==> config.mk <==
export PLATFORM = sky130hd
export DESIGN_NAME = serial_rx
export DESIGN_NICKNAME = d
export VERILOG_FILES = /design/src/rtl/serial_rx.sv
export SDC_FILE = /design/constraint.sdc
export NUM_CORES = 1
export LEC_CHECK = 0
export BUFFER_PORTS_ARGS = -buffer_cell sky130_fd_sc_hd__buf_2
export CORE_MARGIN = 1.5
export CORE_UTILIZATION = 50
export CTS_CLUSTER_SIZE = 14
export DETAILED_ROUTE_END_ITERATION = 10
export PLACE_DENSITY = 0.64
export SLEW_MARGIN = 20
export SYNTH_ARGS = -nofsm -noshare
export SYNTH_HDL_FRONTEND = slang
export SYNTH_SLANG_ARGS = --single-unit
==> constraint.sdc <==
create_clock -name clk -period 2.5 [get_ports clk]
set_clock_uncertainty 0.2 [all_clocks]
set_input_delay 0.5 -clock clk [delete_from_list [all_inputs] [get_ports clk]]
set_output_delay 0.5 -clock clk [all_outputs]
set_load 0.02 [all_outputs]
==> src/rtl/serial_rx.sv <==
// serial_rx: 8N1 asynchronous serial receiver for the Master_Control command link.
// Bit timing is recovered by counting clk cycles from the start-bit edge; each
// bit is sampled at its nominal centre.
//
// Ports:
//   clk         in   system clock, rising edge
//   rst         in   synchronous active-high reset
//   rx_in       in   serial line (already synchronized), idle high
//   data_out    out  [7:0] last received byte, held between frames
//   data_valid  out  one-cycle strobe, good frame loaded into data_out
//   frame_err   out  one-cycle strobe, stop bit sampled low (data_out still loaded)
//   busy        out  high whenever the receiver is not idle
module serial_rx #(
    parameter int unsigned CLKS_PER_BIT = 868
) (
    input  logic       clk,
    input  logic       rst,
    input  logic       rx_in,
    output logic [7:0] data_out,
    output logic       data_valid,
    output logic       frame_err,
    output logic       busy
);

    localparam int unsigned CNT_W = $clog2(CLKS_PER_BIT) + 1;
    localparam int unsigned HALF  = CLKS_PER_BIT / 2;
    localparam logic [CNT_W-1:0] CNT_HALF = CNT_W'(HALF);
    localparam logic [CNT_W-1:0] CNT_LAST = CNT_W'(CLKS_PER_BIT - 1);

    typedef enum logic [2:0] {
        S_IDLE,
        S_START,
        S_DATA,
        S_STOP,
        S_BREAK
    } state_e;

    state_e           state_q, state_d;
    logic [CNT_W-1:0] cnt_q, cnt_d;
    logic [2:0]       idx_q, idx_d;
    logic [7:0]       shift_q, shift_d;
    logic [7:0]       data_q, data_d;
    logic             valid_q, valid_d;
    logic             err_q, err_d;
    logic             busy_q, busy_d;

    // State and output registers.
    always_ff @(posedge clk) begin
        if (rst) begin
            state_q <= S_IDLE;
            cnt_q   <= '0;
            idx_q   <= '0;
            shift_q <= '0;
            data_q  <= '0;
            valid_q <= 1'b0;
            err_q   <= 1'b0;
            busy_q  <= 1'b0;
        end else begin
            state_q <= state_d;
            cnt_q   <= cnt_d;
            idx_q   <= idx_d;
            shift_q <= shift_d;
            data_q  <= data_d;
            valid_q <= valid_d;
            err_q   <= err_d;
            busy_q  <= busy_d;
        end
    end

    // Next-state and output logic.
    always_comb begin
        state_d = state_q;
        cnt_d   = cnt_q;
        idx_d   = idx_q;
        shift_d = shift_q;
        data_d  = data_q;
        valid_d = 1'b0;
        err_d   = 1'b0;

        case (state_q)
            S_IDLE: begin
                cnt_d = '0;
                idx_d = '0;
                if (!rx_in) begin
                    // The detecting edge is cycle 0, so the next START cycle is count 1.
                    state_d = S_START;
                    cnt_d   = CNT_W'(1);
                end
            end

            S_START: begin
                if (cnt_q == CNT_HALF) begin
                    cnt_d   = '0;
                    // High at mid-start means the low pulse was a glitch.
                    state_d = rx_in ? S_IDLE : S_DATA;
                end else begin
                    cnt_d = cnt_q + CNT_W'(1);
                end
            end

            S_DATA: begin
                if (cnt_q == CNT_LAST) begin
                    shift_d[idx_q] = rx_in;
                    cnt_d          = '0;
                    idx_d          = idx_q + 3'd1;
                    if (idx_q == 3'd7) begin
                        state_d = S_STOP;
                    end
                end else begin
                    cnt_d = cnt_q + CNT_W'(1);
                end
            end

            S_STOP: begin
                if (cnt_q == CNT_LAST) begin
                    cnt_d  = '0;
                    data_d = shift_q;
                    // Leave at mid-stop so a start edge right after the stop bit is caught.
                    if (rx_in) begin
                        valid_d = 1'b1;
                        state_d = S_IDLE;
                    end else begin
                        err_d   = 1'b1;
                        state_d = S_BREAK;
                    end
                end else begin
                    cnt_d = cnt_q + CNT_W'(1);
                end
            end

            S_BREAK: begin
                // Wait out a held-low line so it is not seen as repeated start bits.
                if (rx_in) begin
                    state_d = S_IDLE;
                end
            end

            default: begin
                state_d = S_IDLE;
            end
        endcase

        busy_d = (state_d != S_IDLE);
    end

    assign data_out   = data_q;
    assign data_valid = valid_q;
    assign frame_err  = err_q;
    assign busy       = busy_q;

endmodule

==> summary by stage <==
Placement
Input and output buffers added on the ports amount to 13. Routability-driven placement finished with a final weighted congestion of 0.8135. Detailed placement ended at an HPWL of around 2300 um. Including well taps, the total number of placed cells is 243.

CTS
The total setup buffers inserted after CTS is 0. The number of hold buffers added after CTS was 0. The CTS H-tree depth is 2.

The clock latency on the worst-skew pair is about 0.33 ns. Counting every sink on the clock net gives 36. The number of gates given a new drive strength after cts is 0. After clock tree synthesis, the clock-pin slew on the worst setup and hold paths is 0.11 ns.

The buffer depth of the longest clock path is 2. TritonCTS built the clock tree. In this run, CTS created clock tree buffers numbering 5.

In this run the clock root is driven by a clkbuf_4.

STA
The max-slew violation count is 0. The final critical path takes up roughly nine tenths of the cycle. Setup repair after global routing left no endpoint under its margin.

For the finished layout, the period the worst path requires is 2.253 ns. The tightest hold margin is 0.2936 ns. Headroom to the max-slew limit came out at 58.24%. For the pin with the worst max-slew slack, the measured transition is 0.6265 ns. The final count of hold timing violations is 0. The final setup TNS is 0 ns. Setup violations remaining at the end of the flow were counted as 0. The fmax is between 400 and 500 MHz.

Finish
The count of non-filler cells in the finished layout is approximately 250. Compared with the post-synthesis result, the final layout area differs by 8.392%. In the final layout, the share of cells above drive strength 1 is 14.63%.

The number of antenna diodes in the final layout is 0. Measured on the finished design, the core utilization comes to 57.18%. After the last flow step, the layout net total stands at about 210.

Power and ir drop
Power spread over the standard cell area amounts to 490.3 mW/mm^2. The proportion of total power due to net switching is 22.76%. The worst supply voltage drop on vdd is around 0.35 mV. In this run the static leakage power is around 0.75 nW. The analysis attributes to net switching a power of 0.2146 mW.

The total design power is 0.9430 mW. The part of the total power dissipated in sequential elements is around 62%. Internal power comes to 0.7284 mW. The share of total power in the clock network is 33.9%. Combinational logic is responsible for 4.4% of the overall power.

Global route
Entering global routing, the biggest net connects 38 pins. The global-route wire length before repair is 5885 um. The initial antenna violation count is 0. The via count of the first global-routing pass is 1324. The total overflow left after global routing is 0. The global-route usage over all layers is between 10% and 20%.

Worst setup path
The largest incremental delay on the critical path is 0.41 ns. The path type of the worst setup path is reg2reg. The end of the worst register-to-register path is cnt_q[2]. Setup slack on the worst reg-to-reg path comes out at 0.25 ns. The startpoint of the most critical register-to-register path is cnt_q[1]. The worst setup path is captured at a flip-flop.

The highest net fanout along the worst path is 12. The launch point of the critical path is cnt_q[1]. The worst-case reg-to-reg path depth is 6.

STA puts the critical path data required time at 2.54 ns. For this design, the slowest cell found on the critical path is dfxtp_1. The critical path arrival is 2.29 ns. The worst setup path is launched from a flip-flop.

The family with the most delay on the worst path is simple AND/OR/NAND/NOR gates. In this run the worst setup path terminates at cnt_q[2]. Counting both buffers and inverters, the worst setup path holds a total of 0.

The critical path runs through a total of 6 cells. Traced cell by cell, the critical path runs through ha_1 -> nor2b_1 -> nand3_2 -> a21oi_4 -> and4bb_2 -> a221o_1.

Synth
The share of the Yosys chip area taken by registers is between 40% and 50%. The number of nets in the synthesized netlist is approximately 200. The post-synth design cell area is 0.001774 mm^2. The share of async-settable or async-resettable flops after synthesis is 0%. Among all flip-flop cells after synthesis, the most frequent one is dfxtp_1. Yosys printed 0 warnings.

Yosys attributes the largest share of cell area to dfxtp_1 41%, mux2i_1 10%, nor2_1 5.5%. Counting flops with a built-in enable in the synthesized netlist gives 0. Counting distinct cell types in the post-synthesis netlist gives between 40 and 50. Synthesis inferred 36 register bits.

The most common cell in the synthesized netlist is dfxtp_1. By count the netlist is led by 36 x dfxtp_1, 26 x nor2_1, 18 x mux2i_1. Summed over its instances, the top area cell type makes up around two fifths of the synthesized netlist area.

The post-synthesis instance total is 195. The largest area contributor in the netlist is dfxtp_1. Each instance of the synthesized netlist takes up on average 9.098 um^2.

Detailed routing
The final antenna-violating net count is 0. The detailed-route vias per instance is 5.717. After detailed routing, the number of remaining DRC violations is 0.

For this block, the via count after detailed routing is between 1000 and 1500. The routed design has 3325 um of wire. The detailed-routing iteration count for the pre-antenna-repair pass is 4. For this block, the initial DRC count from the detailed router was 80. Dividing the detail-routed wire length by the instance count gives 13.25 um.

Floorplanning
The die area is 0.003915 mm^2. In this run the count of I/O pins placed on the die edge is 14. The row count is 21.

The die span in y is 62.57 um. The core region is 0.003363 mm^2. The initial utilization of the core area, before any placement, comes to 52.75%. In this run the horizontal extent of the chip is 62.57 um.

Job
The count of max-cap constraint violations is 0.

Min path
In this run the worst hold path is classified as reg2reg.

Status
The flow ran to the end, and the final reports show no timing, DRC or antenna violations.
[how the worst min path moves through the flow]
stage                      startpoint  cells past startpoint  slack, ns     endpoint
after floorplan            shift_q[2]                      2       0.26   shift_q[2]
after global placement    data_out[7]                      2       0.27  data_out[7]
after detailed placement  data_out[5]                      2       0.28  data_out[5]
after CTS                 data_out[5]                      2       0.30  data_out[5]
after global routing         cnt_q[1]                      2       0.34     cnt_q[1]
final                     data_out[5]                      2       0.29  data_out[5]
[tightest hold or removal path, cell delays in order, from the launching register on]
cell	delay, ns
dfxtp_1	0.33
mux2i_1	0.06
nor2_1	0.07
[placed cells by master, fill, tap and decap left out, drive strengths merged, types with 2 or more instances in the layout]
cell type,Yosys,routed
nand4,3,3
inv,4,4
and4,2,2
nor2,27,27
nand2b,2,2
buf,2,14
and4bb,3,3
clkbuf,10,7
nor4b,3,3
nand4b,5,5
nor2b,5,5
o21ai,2,2
nor3,4,4
mux2i,18,18
nand2,16,16
a21oi,9,9
a21o,3,3
nand3b,2,2
or4,3,3
or3,2,2
nor4bb,2,2
xor2,2,2
o32ai,2,2
nand3,6,6
ha,4,4
a211o,3,3
dfxtp,36,36
nor4,2,2
[stage by stage]
| stage | cell area, um^2 | setup WS [ns] |
|---|---|---|
| floorplan | 1774 | 0.5624 |
| global placement | 1853 | 0.2506 |
| detailed placement | 1853 | 0.1447 |
| CTS | 1916 | 0.1408 |
| global route | 1923 | 0.1259 |
| finish | 1923 | 0.2471 |
[flip-flops by register name (all words and copies together) (netlist names)]
signal and cells:
busy 1, shift_q 8, state_q 3, idx_q 3
frame_err 1, cnt_q 11, data_out 8, data_valid 1
[layer usage]
metal  vias up  global-route usage [%]  part of all wire [%]  routed length (um)
li1        725                       -                     -                   -
met1       672                   25.09                    49                1617
met2        31                   28.90                    46                1516
met3         7                   3.243                   4.3                 143
met4         0                   7.222                   1.4                  48
met5         -                       0                     0                   0
[cell families (layout without fill, tap and decap cells)]
kind of cell	count (synthesis)	count (layout)	share of synthesized area, %
adder cells (fa/ha/maj)	4	4	2.821
flip-flops	36	36	40.62
buffers and inverters	16	26	3.737
AND/OR/NAND/NOR	92	92	30.82
AO/OA/AOI/OAI	27	27	10.86
multiplexers	18	18	10.15
XOR/XNOR	2	2	0.9875
[cell type report]
type | instances | area (um^2)
tap | 46 | 57.56
clock inverter | 1 | 7.507
sequential | 36 | 720.7
timing repair buffer | 14 | 72.57
clock buffer | 7 | 55.05
multi-input combinational | 143 | 994.7
fill | 334 | 1440
inverter | 4 | 15.01
[power groups by stage]
stage	logic, mW	clock network, mW	registers, mW
floorplan	0.0339	0	0.594
global route	0.0459	0.350	0.583
CTS	0.0407	0.332	0.582
finish	0.0414	0.319	0.582
detailed placement	0.0408	0	0.595
global placement	0.0397	0	0.595
(Power assumes the default switching activity.)
